**src/rtl/popcount_accumulator.sv**
```systemverilog
// Chunked popcount of A, B and A&B over a VECTOR_WIDTH-bit fingerprint pair.
// Two-stage pipeline: masked per-chunk popcount, then accumulate and emit a valid pulse.
module popcount_accumulator #(
    parameter int VECTOR_WIDTH = 35,
    parameter int BUS_WIDTH    = 20,
    parameter int CNT_WIDTH    = $clog2(VECTOR_WIDTH + 1)
) (
    input  logic                 clk,
    input  logic                 rst,
    input  logic [BUS_WIDTH-1:0] i_DataA,
    input  logic [BUS_WIDTH-1:0] i_DataB,
    input  logic                 i_Valid,
    input  logic                 i_Clear,
    output logic [CNT_WIDTH-1:0] o_CntA,
    output logic [CNT_WIDTH-1:0] o_CntB,
    output logic [CNT_WIDTH-1:0] o_CntC,
    output logic                 o_Valid,
    output logic [31:0]          o_PairCnt
);
    localparam int NUM_CHUNKS = (VECTOR_WIDTH + BUS_WIDTH - 1) / BUS_WIDTH;
    localparam int LAST_BITS  = VECTOR_WIDTH - (NUM_CHUNKS - 1) * BUS_WIDTH;
    localparam int IDX_W      = (NUM_CHUNKS > 1) ? $clog2(NUM_CHUNKS) : 1;
    localparam int NCH        = 3;
    localparam logic [BUS_WIDTH-1:0] LAST_MASK = {BUS_WIDTH{1'b1}} >> (BUS_WIDTH - LAST_BITS);

    function automatic logic [CNT_WIDTH-1:0] popcnt(input logic [BUS_WIDTH-1:0] v);
        logic [CNT_WIDTH-1:0] s;
        s = '0;
        for (int i = 0; i < BUS_WIDTH; i++) s = s + CNT_WIDTH'(v[i]);
        return s;
    endfunction

    // Channel 0 = A, 1 = B, 2 = A&B
    logic [IDX_W-1:0]                     r_idx;
    logic                                 w_accept, w_first, w_last;
    logic [BUS_WIDTH-1:0]                 w_mask;
    logic [NCH-1:0][BUS_WIDTH-1:0]        w_chunk;
    logic [NCH-1:0][CNT_WIDTH-1:0]        w_pcnt, w_sum;
    logic [NCH-1:0][CNT_WIDTH-1:0]        r_s1_cnt, r_acc, r_cnt;
    logic                                 r_s1_valid, r_s1_first, r_s1_last;
    logic                                 r_valid;
    logic [31:0]                          r_pair_cnt;

    assign w_accept   = i_Valid & ~i_Clear;
    assign w_first    = (r_idx == '0);
    assign w_last     = (r_idx == IDX_W'(NUM_CHUNKS - 1));
    assign w_mask     = w_last ? LAST_MASK : '1;
    assign w_chunk[0] = i_DataA & w_mask;
    assign w_chunk[1] = i_DataB & w_mask;
    assign w_chunk[2] = w_chunk[0] & w_chunk[1];

    for (genvar g = 0; g < NCH; g++) begin : g_ch
        assign w_pcnt[g] = popcnt(w_chunk[g]);
        assign w_sum[g]  = r_s1_first ? r_s1_cnt[g] : r_acc[g] + r_s1_cnt[g];
    end

    always_ff @(posedge clk) begin
        if (rst || i_Clear) begin
            r_idx <= '0;
        end else if (w_accept) begin
            r_idx <= w_last ? '0 : r_idx + IDX_W'(1);
        end
    end

    always_ff @(posedge clk) begin
        if (rst) begin
            r_s1_valid <= 1'b0;
            r_s1_first <= 1'b0;
            r_s1_last  <= 1'b0;
            r_s1_cnt   <= '0;
        end else begin
            r_s1_valid <= w_accept;
            if (w_accept) begin
                r_s1_first <= w_first;
                r_s1_last  <= w_last;
                r_s1_cnt   <= w_pcnt;
            end
        end
    end

    // A clear in the emit cycle drops the stage-1 vector and its pulse
    always_ff @(posedge clk) begin
        if (rst) begin
            r_acc      <= '0;
            r_cnt      <= '0;
            r_valid    <= 1'b0;
            r_pair_cnt <= '0;
        end else begin
            r_valid <= 1'b0;
            if (i_Clear) begin
                r_acc <= '0;
            end else if (r_s1_valid) begin
                r_acc <= w_sum;
                if (r_s1_last) begin
                    r_cnt      <= w_sum;
                    r_valid    <= 1'b1;
                    r_pair_cnt <= r_pair_cnt + 32'd1;
                end
            end
        end
    end

    assign o_CntA    = r_cnt[0];
    assign o_CntB    = r_cnt[1];
    assign o_CntC    = r_cnt[2];
    assign o_Valid   = r_valid;
    assign o_PairCnt = r_pair_cnt;
endmodule

```
**config.mk**
```make
export PLATFORM = sky130hd
export DESIGN_NAME = popcount_accumulator
export DESIGN_NICKNAME = d
export VERILOG_FILES = /design/src/rtl/popcount_accumulator.sv
export SDC_FILE = /design/constraint.sdc
export NUM_CORES = 1
export LEC_CHECK = 0
export CAP_MARGIN = 30
export CELL_PAD_IN_SITES_DETAIL_PLACEMENT = 1
export CELL_PAD_IN_SITES_GLOBAL_PLACEMENT = 2
export CORE_ASPECT_RATIO = 1.75
export CORE_UTILIZATION = 33
export DETAILED_ROUTE_END_ITERATION = 16
export PLACE_DENSITY_LB_ADDON = 0.3
export SLEW_MARGIN = 5
export SYNTH_ARGS = -nofsm -noshare
export SYNTH_HDL_FRONTEND = slang
export SYNTH_SLANG_ARGS = --single-unit
export TNS_END_PERCENT = 30
```
**constraint.sdc**
```tcl
create_clock -name clk -period 5.3 [get_ports clk]
set_input_delay 0.53 -clock clk [delete_from_list [all_inputs] [get_ports clk]]
set_output_delay 0.53 -clock clk [all_outputs]
set_load 0.1 [all_outputs]
```
**Word-level counts from Yosys, hierarchy flattened**

Cells that the tools add are included.

- $add $sub $neg: 62
- Multiply operators: 0
- Divide/modulo/power cells: 0
- Order comparisons: 0
- Equal/unequal tests: 0
- Shift operators: 0
- Mux-type cells: 6
- Bitwise operators: 7
- Reductions and logical operators: 4

Operators by type and width:

| cell | number |
|---|---|
| adder 6 x 1 -> 6 bit | 42 |
| bitwise AND 20 bit | 3 |
| adder 32 x 1 -> 32 bit, second input constant | 1 |
| two-way mux 20 bit | 1 |
| adder 5 x 1 -> 6 bit | 3 |
| adder 6 bit | 3 |
| two-way mux 6 bit | 3 |
| adder 4 x 1 -> 5 bit | 3 |
| adder 3 x 1 -> 4 bit | 3 |
| adder 2 x 1 -> 3 bit | 3 |
| adder 1 x 1 -> 2 bit | 3 |
| inverter 1 bit | 3 |
| AND reduction 3 bit | 1 |
| OR reduction 3 bit | 1 |
| two-way mux 1 bit | 2 |
| OR reduction 2 bit | 1 |
| adder 1 bit, second input constant | 1 |
| bitwise AND 1 bit | 1 |
| logical OR 1 bit | 1 |

- Register bits after elaboration: 91
- Latch bits: 0
- RAM bits: 0
- Memory bits (read-only): 0
- Input port bits: 44
- Output and inout bits: 51
- Memories: 0

**Depth between registers and ports, before layout**

Gate-level depths: netlist of the first run.

- Depth in word-level cells: 22
- Gate-level depth with buffers: 18
- Mapped depth without buffers: 17

**Worst setup path before layout of the first run**

OpenSTA, ideal clock, no wires.

- Path kind: register to register
- Start: reg r_idx
- End: reg r_s1_cnt[14] in the netlist's numbering
- Setup time: 0.128 ns
- Arrival time: 4.297 ns
- Data required time: 5.172 ns
- Path slack: 0.876 ns
- Cell stages (with the launch flop): 18
- Clock period less this slack: 4.424 ns
- Path through: dfxtp_1 > clkbuf_1 > nand2b_1 > nor2_1 > fa_1 > fa_1 > inv_1 > fa_1 > fa_1 > inv_1 > fa_1 > ha_1 > inv_1 > fa_1 > xor2_1 > nor2_1 > a21oi_1 > nor2_1

- Longest elaborated chain between the ends: 8
- Elaborated cells between the ends (all ways): 9
- Those cells by class: 5 x add/sub; 1 x mux; 3 x bitwise

RTL lines:

| element | RTL line | source |
|---|---|---|
| from (decl) | 34 | `logic [IDX_W-1:0] r_idx;` |
| from (signal assigned) | 61 | `r_idx <= w_last ? '0 : r_idx + IDX_W'(1);` |
| two-way mux 20 bit (*) | 47 | `assign w_mask = w_last ? LAST_MASK : '1;` |
| bitwise AND 20 bit, on equally long branches | 48, 49 |  |
| bitwise AND 20 bit (*) | 50 | `assign w_chunk[2] = w_chunk[0] & w_chunk[1];` |
| adder 6 x 1 -> 6 bit (4 in a row) | 29 | `for (int i = 0; i < BUS_WIDTH; i++) s = s + CNT_WIDTH'(v[i]);` |
| adder 6 x 1 -> 6 bit (*) | 29 |  |
| to (signal assigned) | 76 | `r_s1_cnt <= w_pcnt;` |
| to (decl) | 39 | `logic [NCH-1:0][CNT_WIDTH-1:0] r_s1_cnt, r_acc, r_cnt;` |

Every way passes the cells marked *; elsewhere a longest branch is shown, timed or not.
A chain may end at the register's enable or synchronous reset.

**Worst setup path after layout of the first run**

- Start: in i_DataA[5]
- End: reg r_s1_cnt[16] in the netlist's numbering

- Longest elaborated chain between the ends: 17

RTL lines:

| element | RTL line | source |
|---|---|---|
| from (decl) | 10 | `input logic [BUS_WIDTH-1:0] i_DataA,` |
| bitwise AND 20 bit | 48 | `assign w_chunk[0] = i_DataA & w_mask;` |
| bitwise AND 20 bit | 50 |  |
| adder 5 x 1 -> 6 bit | 29 |  |
| adder 6 x 1 -> 6 bit (14 in a row) | 29 |  |

No other way between the ends.

==> metrics.md, run 1 <==
| Metric | Value |
|---|---|
| Outcome | finished clean |
| Commonest non-fill, non-tap cells in the layout | 93 x clkdlybuf4s50_1, 88 x inv_1, 88 x dfxtp_1 |
| First-pass GRT wire length | 25400 um |
| Max Clock Freq | ~0.21 GHz |
| Tot GR Track Use | 0.183 |
| Crit path required time | around 5600 ps |
| Detailed-route via count | between 4000 and 5000 |
| Initial DRC Count | 84 |
| Critical R2R Launch | r_idx$_SDFFE_PP0P_ |
| Setup crit end kind | flip-flop |
| H-tree depth | 3 |
| CP arrival | around 5000 ps |
| #FFs+latches synth | a little under 90 |
| Cell area after synthesis | between 0.005 and 0.006 mm^2 |
| Cells on Worst Hold Path | 2 |
| Tmin final | ~4700 ps |
| Final wirelength | 15500 um |
| CTS root buf | clkbuf_16 |
| Router iterations before antenna repair | 4 |
| Pwr Total | about 2.3 mW |
| Worst hold path startpoint | o_CntB[1]$_SDFFE_PP0P_ |
| TNS Setup | 0 ps |
| PortBufs | 94 |
| RD Place Congestion | a little over 0.8 |
| Nets | between 800 and 900 |
| Post-CTS sizing | 0 |
| Placeable core region | 0.0175 mm^2 |
| Overall die area | between 0.015 and 0.02 mm^2 |
| Max-Cap Viols | 0 |
| Largest net degree at the start of global routing | 47 |
| Syn Area/Cell | about 8.6 um^2 |
| Post-route ant nets | 0 |
| # DRC | 0 |
| P_leak | ~3 nW |
| Total I/O pin count | 95 |
| Gate Count Post-Synth | about 680 |
| Actual slew at the worst max-slew pin | about 1000 ps |
| Synth top area cells | dfxtp_1 30%, fa_1 15%, ha_1 7.9%, inv_1 5.6%, nor2_1 5.2% |
| DR WL/cell | roughly 16 um |
| Cts hold-fix bufs | 0 |
| Setup violations, final | 0 |
| Biggest area consumer among synthesized cells | dfxtp_1 |
| Clock Path Buffers | 2 |
| Sequential share of the synthesized area | 0.300 |
| Die width | just over 100 um |
| Crit Path Class | in -> reg |
| Flop-to-flop setup slack | ~600 ps |
| HP Class | reg -> reg |
| CTS tree | yes |
| Finished Layout Cells | 998 |
| Post-synth net total | roughly 810 |
| Initial antenna violation count | 0 |
| RSZ-0062 raised after global routing | false |
| Initial core utilization | 0.336 |
| Relative max-transition margin | 0.324 |
| Final Hold Fails | 0 |
| Share of cells above drive strength 1 | 0.0456 |
| Area growth from synthesis to layout | 25.4% |
| Half-perimeter wire length after placement | 12600 um |
| FF-to-FF End | r_s1_cnt[16]$_SDFFE_PP0P_ |
| Clk sinks | 88 |
| R2R depth | 17 |
| Critical-path maximum fanout | 2 |
| Global route overflow | 0 |
| Final Slew Violations | 0 |
| Fin Clk Skew | ~13 ps |
| Worst skew pair latency | about 350 ps |
| Diodes inserted | 0 |
| Max rail drop VDD | between 0.00015 and 0.0002 V |
| Vias per inst | ~4.9 |
| Pwr dens | roughly 310 mW/mm^2 |
| Synth top area share | 0.300 |
| Leading cell type in the layout, fill and taps excluded | clkdlybuf4s50_1 |
| Post-route clock period utilization | 0.890 |
| Share of async-settable or async-resettable flops after synthesis | 0 |
| DIE HEIGHT | ~180 um |
| Primary FF master, synth | dfxtp_1 |
| Setup Fix Bufs, Post-CTS | 0 |
| # placed instances | between 900 and 1000 |
| Worst Hold End | o_CntB[1]$_SDFFE_PP0P_ |
| Total CTS buffers | 9 |
| Yosys synthesis warning count | 0 |
| Floorplan row count | 64 |
| Vias in the first global route | approximately 5300 |
| Post-synth EDFFs | 0 |
| Startpoint types | primary input |
| Util after Layout | 0.422 |
| Worst-path clk slew | around 60 ps |
| Distinct cells, synth | roughly 40 |
## worst max-delay path: stages
cell	delay, ps
clkdlybuf4s50_1	530
nand2_1	110
fa_1	620
fa_1	470
fa_1	520
fa_1	540
inv_1	50
fa_1	530
ha_1	160
inv_1	50
fa_1	400
inv_1	80
a21oi_1	60
o21ai_0	150
o21ai_0	110
nor2_1	90
## cell usage after synthesis (7+ instances only)
cell / number
a211oi_1: 30
a21oi_1: 44
and2_1: 10
clkbuf_1: 21
dfxtp_1: 88
fa_1: 45
ha_1: 37
inv_1: 88
mux2i_1: 15
nand2_1: 47
nand2b_1: 13
nand3_1: 11
nor2_1: 82
nor2b_1: 15
nor3_1: 10
nor4_1: 9
o21ai_0: 21
or3_1: 7
xnor2_1: 15
xor2_1: 13
## sequential cells by signal (all words and copies together) (netlist names)
signal      cells
r_idx           1
o_Valid         1
r_s1_first      1
o_CntB          6
o_CntC          6
r_s1_cnt       15
r_acc          18
r_s1_valid      1
o_PairCnt      32
o_CntA          6
r_s1_last       1
## cell type report
type	instances	area, um^2
inverters	88	330
fillers	2102	10100
well taps	231	289
clock inverters	6	73.8
multi-input cells	475	3670
repair buffers	100	1000
clock buffers	10	239
flip-flops and latches	88	1760
## kinds of logic after synthesis
| kind of cell | Yosys count | share of synthesized area |
|---|---|---|
| flip-flops | 88 | 0.300 |
| AND/OR/NAND/NOR | 237 | 0.205 |
| AO/OA/AOI/OAI | 108 | 0.111 |
| adder cells (fa/ha/maj) | 82 | 0.232 |
| XOR/XNOR | 28 | 0.0418 |
| buffers and inverters | 116 | 0.0754 |
| multiplexers | 20 | 0.0351 |
## report_power, final
group          switching, mW  internal [mW]  leakage (nW)
clock network          0.287          0.385         0.154
logic                  0.491          0.414          2.12
registers             0.0269          0.692         0.712
## per-stage QoR
stage / worst slack (ps) / hold slack (ps) / cell area (um^2)
4_1_cts: 535 / 462 / 7340
2_1_floorplan: 876 / 441 / 5870
5_1_grt: 353 / 480 / 7360
3_3_place_gp: 346 / 443 / 7020
3_5_place_dp: 145 / 451 / 7020
6_report: 586 / 459 / 7360
## how the worst max path moves through the flow
stage / startpoint / end / slack [ps] / cells past startpoint
final: i_DataA[5] / r_s1_cnt[16]$_SDFFE_PP0P_ / 590 / 16
after global placement: i_DataA[5] / r_s1_cnt[14]$_SDFFE_PP0P_ / 350 / 15
after floorplan: r_idx$_SDFFE_PP0P_ / r_s1_cnt[14]$_SDFFE_PP0P_ / 880 / 17
after detailed placement: i_DataA[5] / r_s1_cnt[14]$_SDFFE_PP0P_ / 140 / 15
after CTS: i_DataA[5] / r_s1_cnt[14]$_SDFFE_PP0P_ / 530 / 15
after global routing: r_idx$_SDFFE_PP0P_ / r_s1_cnt[16]$_SDFFE_PP0P_ / 350 / 17
## per-layer routing
layer	share of wire	GRT usage
met1	0.36	0.168
met2	0.58	0.380
met3	0.034	0.0325
met4	0.021	0.0646
met5	0	0
No activity file was read; power rests on OpenSTA's default activity.
==> run 2, diff against run 1 <==
--- a/config.mk
+++ b/config.mk
@@ -9,6 +9,7 @@
 export CELL_PAD_IN_SITES_DETAIL_PLACEMENT = 1
 export CELL_PAD_IN_SITES_GLOBAL_PLACEMENT = 2
 export CORE_ASPECT_RATIO = 1.75
+export CORE_MARGIN = 2
 export CORE_UTILIZATION = 33
 export DETAILED_ROUTE_END_ITERATION = 16
 export PLACE_DENSITY_LB_ADDON = 0.3
==> constraint.sdc (replaced) <==
create_clock -name clk -period 5.3 [get_ports clk]
set_input_delay 0.53 -clock clk [delete_from_list [all_inputs] [get_ports clk]]
set_output_delay 0.53 -clock clk [all_outputs]
set_load 0.05 [all_outputs]
==> run 2 against run 1 <==
  * Hold slack worse by 5.2 ps
  * Routed wire length grew 4.5%
  * Cell area down 0.36%
  * Sequential share of layout area grew 0.086 points
  * Core utilization down 0.15 points
  * Via count about the same
  * Sequential cell count stayed put
  * Register-to-register slack better by 210 ps
==> metrics.md, run 2 (synthesis results as in run 1) <==
| Metric | Value |
|---|---|
| Multi-input logic area | 0.00367 mm^2 (unchanged) |
| Tot GR Track Use | 0.178 (-0.00483) |
| R2R depth | 17 (unchanged) |
| Vias per inst | 4.91 (about the same) |
| RSZ-0062 raised after global routing | false |
| DIE HEIGHT | 180 um (+1.1%) |
| # DRC | 0 (unchanged) |
| Initial DRC Count | 120 (+43%) |
| Die width | 105 um (+1.9%) |
| Worst path most repeated cell | fa_1 |
| Worst slack at placement | 174 ps (+29.3 ps) |
| GR Util met1 | 0.166 (-0.00173) |
| Critical-path maximum fanout | 2 (unchanged) |
| Final Slew Violations | 0 (unchanged) |
| Relative max-transition margin | 0.422 (+0.0977) |
| GRT Max-Usage Layer | met2 |
| Floorplan row count | 64 (unchanged) |
| Pwr Total | 2.30 mW (+0.26%) |
| Leading cell type in the layout, fill and taps excluded | clkdlybuf4s50_1 |
| Pwr dens | 314 mW/mm^2 (+0.62%) |
| Max-Cap Viols | 0 (unchanged) |
| Met2 Use GR | 0.366 (-0.0135) |
| Worst hold margin | 454 ps (-5.20 ps) |
| PortBufs | 94 (unchanged) |
| Final wirelength | 16200 um (+4.5%) |
| Outcome | finished clean |
| CTS tree | yes |
| First-pass GRT wire length | 26800 um (+5.7%) |
| Placed standard-cell area | 0.00703 mm^2 (+0.11%) |
| Slowest CP cell | fa_1 |
| Filler cells | 2130 (+1.3%) |
| Setup Fix Bufs, Post-CTS | 0 (unchanged) |
| Tmin final | 4750 ps (+34.3 ps) |
| Half-perimeter wire length after placement | 13100 um (+4.4%) |
| Total CTS buffers | 9 (unchanged) |
| RD Place Congestion | 0.830 (+0.89%) |
| P_leak | 2.97 nW (-0.55%) |
| TNS Setup | 0 ps (unchanged) |
| CP arrival | 5020 ps (+20 ps) |
| Global route overflow | 0 (unchanged) |
| Cts hold-fix bufs | 0 (unchanged) |
| Post-route clock period utilization | 0.896 (+0.00647) |
| Setup crit end kind | flip-flop |
| CTS root buf | clkbuf_16 |
| Grt met3 use | 0.0344 (+0.00183) |
| H-tree depth | 3 (unchanged) |
| Detailed-route via count | 4903 (+0.082%) |
| Vias in the first global route | 5532 (+4.4%) |
| DR WL/cell | 16.3 um (+4.5%) |
| Router iterations before antenna repair | 4 (unchanged) |
| Worst-path clk slew | 60 ps (about the same) |
| Worst Slack Setup Final | 551 ps (-34.3 ps) |
| Post-CTS sizing | 0 (unchanged) |
| Crit path required time | 5570 ps (about the same) |
| Post-route cell area | 0.00734 mm^2 (-0.36%) |
| Overall die area | 0.0189 mm^2 (+3.1%) |
| Crit Path Class | in -> reg |
| Initial core utilization | 0.336 (unchanged) |
| Largest stage delay, worst path | 540 ps (-80 ps) |
| Largest register FFs | 32 (unchanged) |
| Startpoint types | primary input |
| Area growth from synthesis to layout | 24.9% |
| Diodes inserted | 0 (unchanged) |
| Setup violations, final | 0 (unchanged) |
| Clock Path Buffers | 2 (unchanged) |
| Clk sinks | 88 (unchanged) |
| Max Clock Freq | 0.211 GHz (-0.72%) |
| Initial antenna violation count | 0 (unchanged) |
| Register Area | 0.00176 mm^2 (unchanged) |
| Commonest non-fill, non-tap cells in the layout | 93 x clkdlybuf4s50_1, 88 x inv_1, 88 x dfxtp_1 |
| Worst skew pair latency | 350 ps (about the same) |
| Fin Clk Skew | 9.33 ps (-4.01 ps) |
| Post-route ant nets | 0 (unchanged) |
| Actual slew at the worst max-slew pin | 867 ps (-143 ps) |
| CP cell instances | clkdlybuf4s50_1 -> nand2b_1 -> nor2_1 -> fa_1 -> fa_1 -> inv_1 -> fa_1 -> fa_1 -> inv_1 -> fa_1 -> ha_1 -> inv_1 -> fa_1 -> inv_1 -> a21oi_1 -> o21ai_0 -> o21ai_0 -> nor2_1 |
| Largest net degree at the start of global routing | 42 (-11%) |
| HP Class | reg -> reg |
| Placeable core region | 0.0175 mm^2 (unchanged) |
| Final Hold Fails | 0 (unchanged) |
| Total I/O pin count | 95 (unchanged) |
| Cells on Worst Hold Path | 2 (unchanged) |
| Share of cells above drive strength 1 | 0.0456 (unchanged) |
| Max rail drop VDD | 0.000161 V (-1.7%) |
| Nets | 888 (unchanged) |
-- run 2: changes by cell type in the layout (fill, tap and decap cells not counted), sizes merged --
cell and delta:
clkinvlp +2, inv -2
-- run 2: worst paths after layout --
check | start | endpoint | slack [ps]
max reg2reg | r_idx$_SDFFE_PP0P_ | r_s1_cnt[16]$_SDFFE_PP0P_ | 810
max | i_DataB[15] | r_s1_cnt[16]$_SDFFE_PP0P_ | 550
min | o_CntA[4]$_SDFFE_PP0P_ | o_CntA[4]$_SDFFE_PP0P_ | 450
min reg2reg | o_CntA[4]$_SDFFE_PP0P_ | o_CntA[4]$_SDFFE_PP0P_ | 450
-- run 2: area by class of cell --
cell class	instances	share of cell area
clock inverter	6	0.00921
timing repair buffer	100	0.134
sequential	88	0.240
clock buffer	10	0.0326
tap	231	0.0394
inverter	88	0.0450
multi-input combinational	475	0.500
-- run 2: metrics by stage --
stage          instances  utilization
2_1_floorplan        679            -
3_3_place_gp         982        0.403
3_5_place_dp         982        0.403
4_1_cts              998        0.420
5_1_grt              998        0.420
6_report             998        0.420
-- run 2: per-layer routing --
metal,up-vias,part of all wire
li1,2399,-
met1,2383,0.35
met2,98,0.59
met3,23,0.038
met4,0,0.026
met5,-,0
-- run 2: worst max-delay path: cells and delay by family --
kind	cells	cell delay, ps
fa+ha+maj	7	3120
buf+inv	5	750
simple gates	3	330
compound gates	3	310
-- run 2: power breakdown --
part	switching, mW	leakage, nW	internal, mW
logic	0.507	2.12	0.420
clock network	0.277	0.145	0.380
registers	0.0261	0.712	0.692
total	0.810	2.97	1.49
==> RTL edit 1, RTL diff (flow settings as in run 1) <==
Change the parameter `BUS_WIDTH` from 20 to 18.
--- a/src/rtl/popcount_accumulator.sv
+++ b/src/rtl/popcount_accumulator.sv
@@ -2,7 +2,7 @@
 // Two-stage pipeline: masked per-chunk popcount, then accumulate and emit a valid pulse.
 module popcount_accumulator #(
     parameter int VECTOR_WIDTH = 35,
-    parameter int BUS_WIDTH    = 20,
+    parameter int BUS_WIDTH    = 18,
     parameter int CNT_WIDTH    = $clog2(VECTOR_WIDTH + 1)
 ) (
     input  logic                 clk,
Ports: changed (resized i_DataA and i_DataB); port bits go from 95 to 91. No check against the original RTL was run, so the function may have changed too.
==> RTL edit 1 against run 1 <==
Setup slack worse by 0.10 ns; final area shrank 4.3%; combinational power down 15%; sequential cell count stayed put; largest cell class unchanged; synthesized area decreased by 3.6%; total power fell by 9.7%; maximum frequency decreased by 2.2%; routed wire length fell by 8.2%; sequential power is essentially flat.
==> RTL edit 1: results (changes against run 1) <==
Clock Skews = 0.00433 ns (-0.00902 ns)
Placed Instances = 936 (-4.6%)
grt met2 use = 36.0% (-2.0 points)
flop-to-flop setup slack = 2.73 ns (+2.13 ns)
CP Data Arrival Time = 5.02 ns (+0.02 ns)
fraction of the mapped netlist area in compound gates = 10.6% (-0.47 points)
top post-synthesis cells by count = 88 x dfxtp_1, 75 x nor2_1, 61 x inv_1
Routed met3 length = 411 um (-23%)
Slew @ Worst Pin = 0.986 ns (-0.0241 ns)
met3 Use GR = 2.31% (-0.94 points)
dpl hpwl = 11.5 mm (-8.9%)
Worst R2R Start = r_s1_valid$_SDFF_PP0_
Routed WL per cell = 15.0 um (-3.8%)
Synth Area in Adders = 22.6% (-0.60 points)
wl on met1 = 5.38 mm (-4.4%)
fillers = 2017 (-4.0%)
vias in the first global route = 5121 (-3.4%)
met2 wire length = 8.25 mm (-8.8%)
total track usage = 17.5% (-0.77 points)
placer congestion estimate = 0.769 (-6.6%)
placed inst area = 0.00678 mm^2 (-3.5%)
Worst R2R End = o_PairCnt[31]$_SDFFE_PP0P_
mux contribution to synthesized area = 3.45% (-0.068 points)
PortBufs = 90 (-4.3%)
max incr delay on CP = 0.54 ns (-0.08 ns)
status = finished clean
[RTL edit 1: cell types whose count changed in the layout (fill, tap and decap cells not counted), sizes merged, moves of 4 or more]
cell / run 1 / this run
fa: 45 / 39
nand2: 47 / 56
nor2b: 15 / 11
and3: 1 / 6
or3: 7 / 3
and4: 7 / 3
nor2: 82 / 75
clkdlybuf4s50: 93 / 89
inv: 91 / 61
a21oi: 44 / 39
[RTL edit 1: power groups by stage]
stage               registers (mW)  clock network (mW)  logic, mW
finish                       0.720               0.582      0.771
global route                 0.724               0.631      0.905
CTS                          0.721               0.604      0.793
detailed placement           0.735                   0      0.786
global placement             0.735                   0      0.738
floorplan                    0.725                   0      0.595
[RTL edit 1: area by class of cell]
cell class,count,share of cell area (%)
Clock buffer,13,3.55
Sequential cell,88,25.0
Clock inverter,3,0.249
Inverter,61,3.25
Tap cell,227,4.03
Timing Repair Buffer,97,13.5
Multi-Input combinational cell,463,50.5
==> RTL edit 2, RTL diff (config.mk and constraints of run 1) <==
Without the edit above. Reset style: asynchronous (`rst`), changed in 2 clocked blocks.
--- a/src/rtl/popcount_accumulator.sv
+++ b/src/rtl/popcount_accumulator.sv
@@ -62,7 +62,7 @@
         end
     end
 
-    always_ff @(posedge clk) begin
+    always_ff @(posedge clk or posedge rst) begin
         if (rst) begin
             r_s1_valid <= 1'b0;
             r_s1_first <= 1'b0;
@@ -79,7 +79,7 @@
     end
 
     // A clear in the emit cycle drops the stage-1 vector and its pulse
-    always_ff @(posedge clk) begin
+    always_ff @(posedge clk or posedge rst) begin
         if (rst) begin
             r_acc      <= '0;
             r_cnt      <= '0;
Formal check against the unedited RTL: differs if rst is asserted again (counterexample within 4 cycles, from zero or initial values and one cycle with rst high); with rst held inactive, the same outputs for 4 cycles.
==> RTL edit 2 against run 1 <==
Die area increased by 2.7%; total power increased by 47%; synthesized area increased by 2.8%; sequential cell count unchanged; global-route usage decreased by 0.94 points; final area increased by 3.0%; non-clock buffer count increased by 1; routed wire length decreased by 2.8%; critical path depth increased by 1; sequential share of layout area increased by 5.0 points; utilization about the same; setup slack improved by 0.093 ns; critical endpoint is now r_s1_cnt[16]$_DFFE_PP0P_; largest power group unchanged; highest routed layer unchanged.
==> RTL edit 2: results (changes against run 1) <==
WHS = 0.481 ns (+0.0226 ns)
sequential share of the synthesized area = 36.4% (+6.4 points)
Vias per Instance = 4.94 (+0.70%)
Sw Pwr = 1.48 mW (+84%)
maximum VDD drop = 0.216 mV (+32%)
share of cells above drive strength 1 = 6.60% (+2.0 points)
xor and xnor area share after synthesis = 6.38% (+2.2 points)
DRT Wirelength = 15.1 mm (-2.8%)
mux contribution to synthesized area = 3.17% (-0.34 points)
vias in the first global route = 5249 (-0.94%)
largest cells by area after synthesis = dfrtp_1 36%, fa_1 15%, ha_1 7.7%
fraction of the mapped netlist area in compound gates = 9.99% (-1.1 points)
Post-Syn Nets = 710 (-12%)
max incr delay on CP = 0.54 ns (-0.08 ns)
reported combinational group power = 1.77 mW (+96%)
placed inst area = 0.00724 mm^2 (+3.1%)
hold wc startpoint = o_CntA[0]$_DFFE_PP0P_
dpl hpwl = 12.3 mm (-1.7%)
power per standard cell area = 445 mW/mm^2 (+43%)
Placed Instances = 899 (-8.4%)
Slew @ Worst Pin = 1.01 ns (-0.00342 ns)
minimum clock period = 4.62 ns (-0.0931 ns)
Seq pwr share = 27.0% (-4.3 points)
first-pass GRT wire length = 25.7 mm (+1.3%)
pin count of the biggest net entering global routing = 40 (-15%)
status = finished clean
CP Data Arrival Time = 4.89 ns (-0.11 ns)
Synth Area in Adders = 22.6% (-0.63 points)
Total Nets Final = 803 (-9.6%)
share of synthesized registers carrying an async set or reset = 98.9% (+99 points)
Avg Inst Size Synth = 10.3 um^2 (+20%)
placer congestion estimate = 0.835 (+1.5%)
fillers = 1995 (-5.1%)
top post-synthesis cells by count = 87 x dfrtp_1, 79 x inv_1, 45 x fa_1
==> RTL edit 2: changes by cell type after synthesis, moves of 11 or more <==
| cell | delta |
|---|---|
| and3_1 | +12 |
| dfrtp_1 | +87 |
| xnor2_1 | +22 |
| clkbuf_1 | -11 |
| dfxtp_1 | -87 |
| nand4_1 | +11 |
| a21oi_1 | -26 |
| a211oi_1 | -21 |
| nor2_1 | -50 |
==> RTL edit 2: worst max path at each step <==
stage                                  start                  endpoint  depth (start not counted)
after floorplan           r_idx$_SDFFE_PP0P_  r_s1_cnt[16]$_DFFE_PP0P_                         17
after detailed placement          i_DataA[0]  r_s1_cnt[16]$_DFFE_PP0P_                         17
after CTS                         i_DataA[0]  r_s1_cnt[16]$_DFFE_PP0P_                         17
after global placement            i_DataA[0]  r_s1_cnt[15]$_DFFE_PP0P_                         17
after global routing              i_DataA[0]  r_s1_cnt[16]$_DFFE_PP0P_                         17
final                             i_DataA[0]  r_s1_cnt[16]$_DFFE_PP0P_                         17
==> RTL edit 2: area by class of cell <==
cell class	instances	area, um^2	area share, %
well taps	234	293	3.86
clock buffers	11	253	3.33
clock inverters	5	78.8	1.04
flip-flops and latches	88	2200	29.0
repair buffers	101	1010	13.4
multi-input cells	398	3450	45.5
inverters	79	298	3.92
==> RTL edit 2: routing by layer <==
metal | global-route usage (%) | vias to the layer above | part of all wire (%) | wire length [um]
met5 | 0 | - | 0 | 0
li1 | - | 2136 | - | -
met1 | 17.0 | 2254 | 36 | 5480
met2 | 34.7 | 108 | 57 | 8630
met4 | 8.69 | 0 | 3.8 | 577
met3 | 2.31 | 30 | 2.7 | 409
==> RTL edit 2: worst min-delay path: stages (launching register included) <==
cell and delay [ns]:
dfrtp_1 0.34, nand2_1 0.05, o21ai_0 0.06
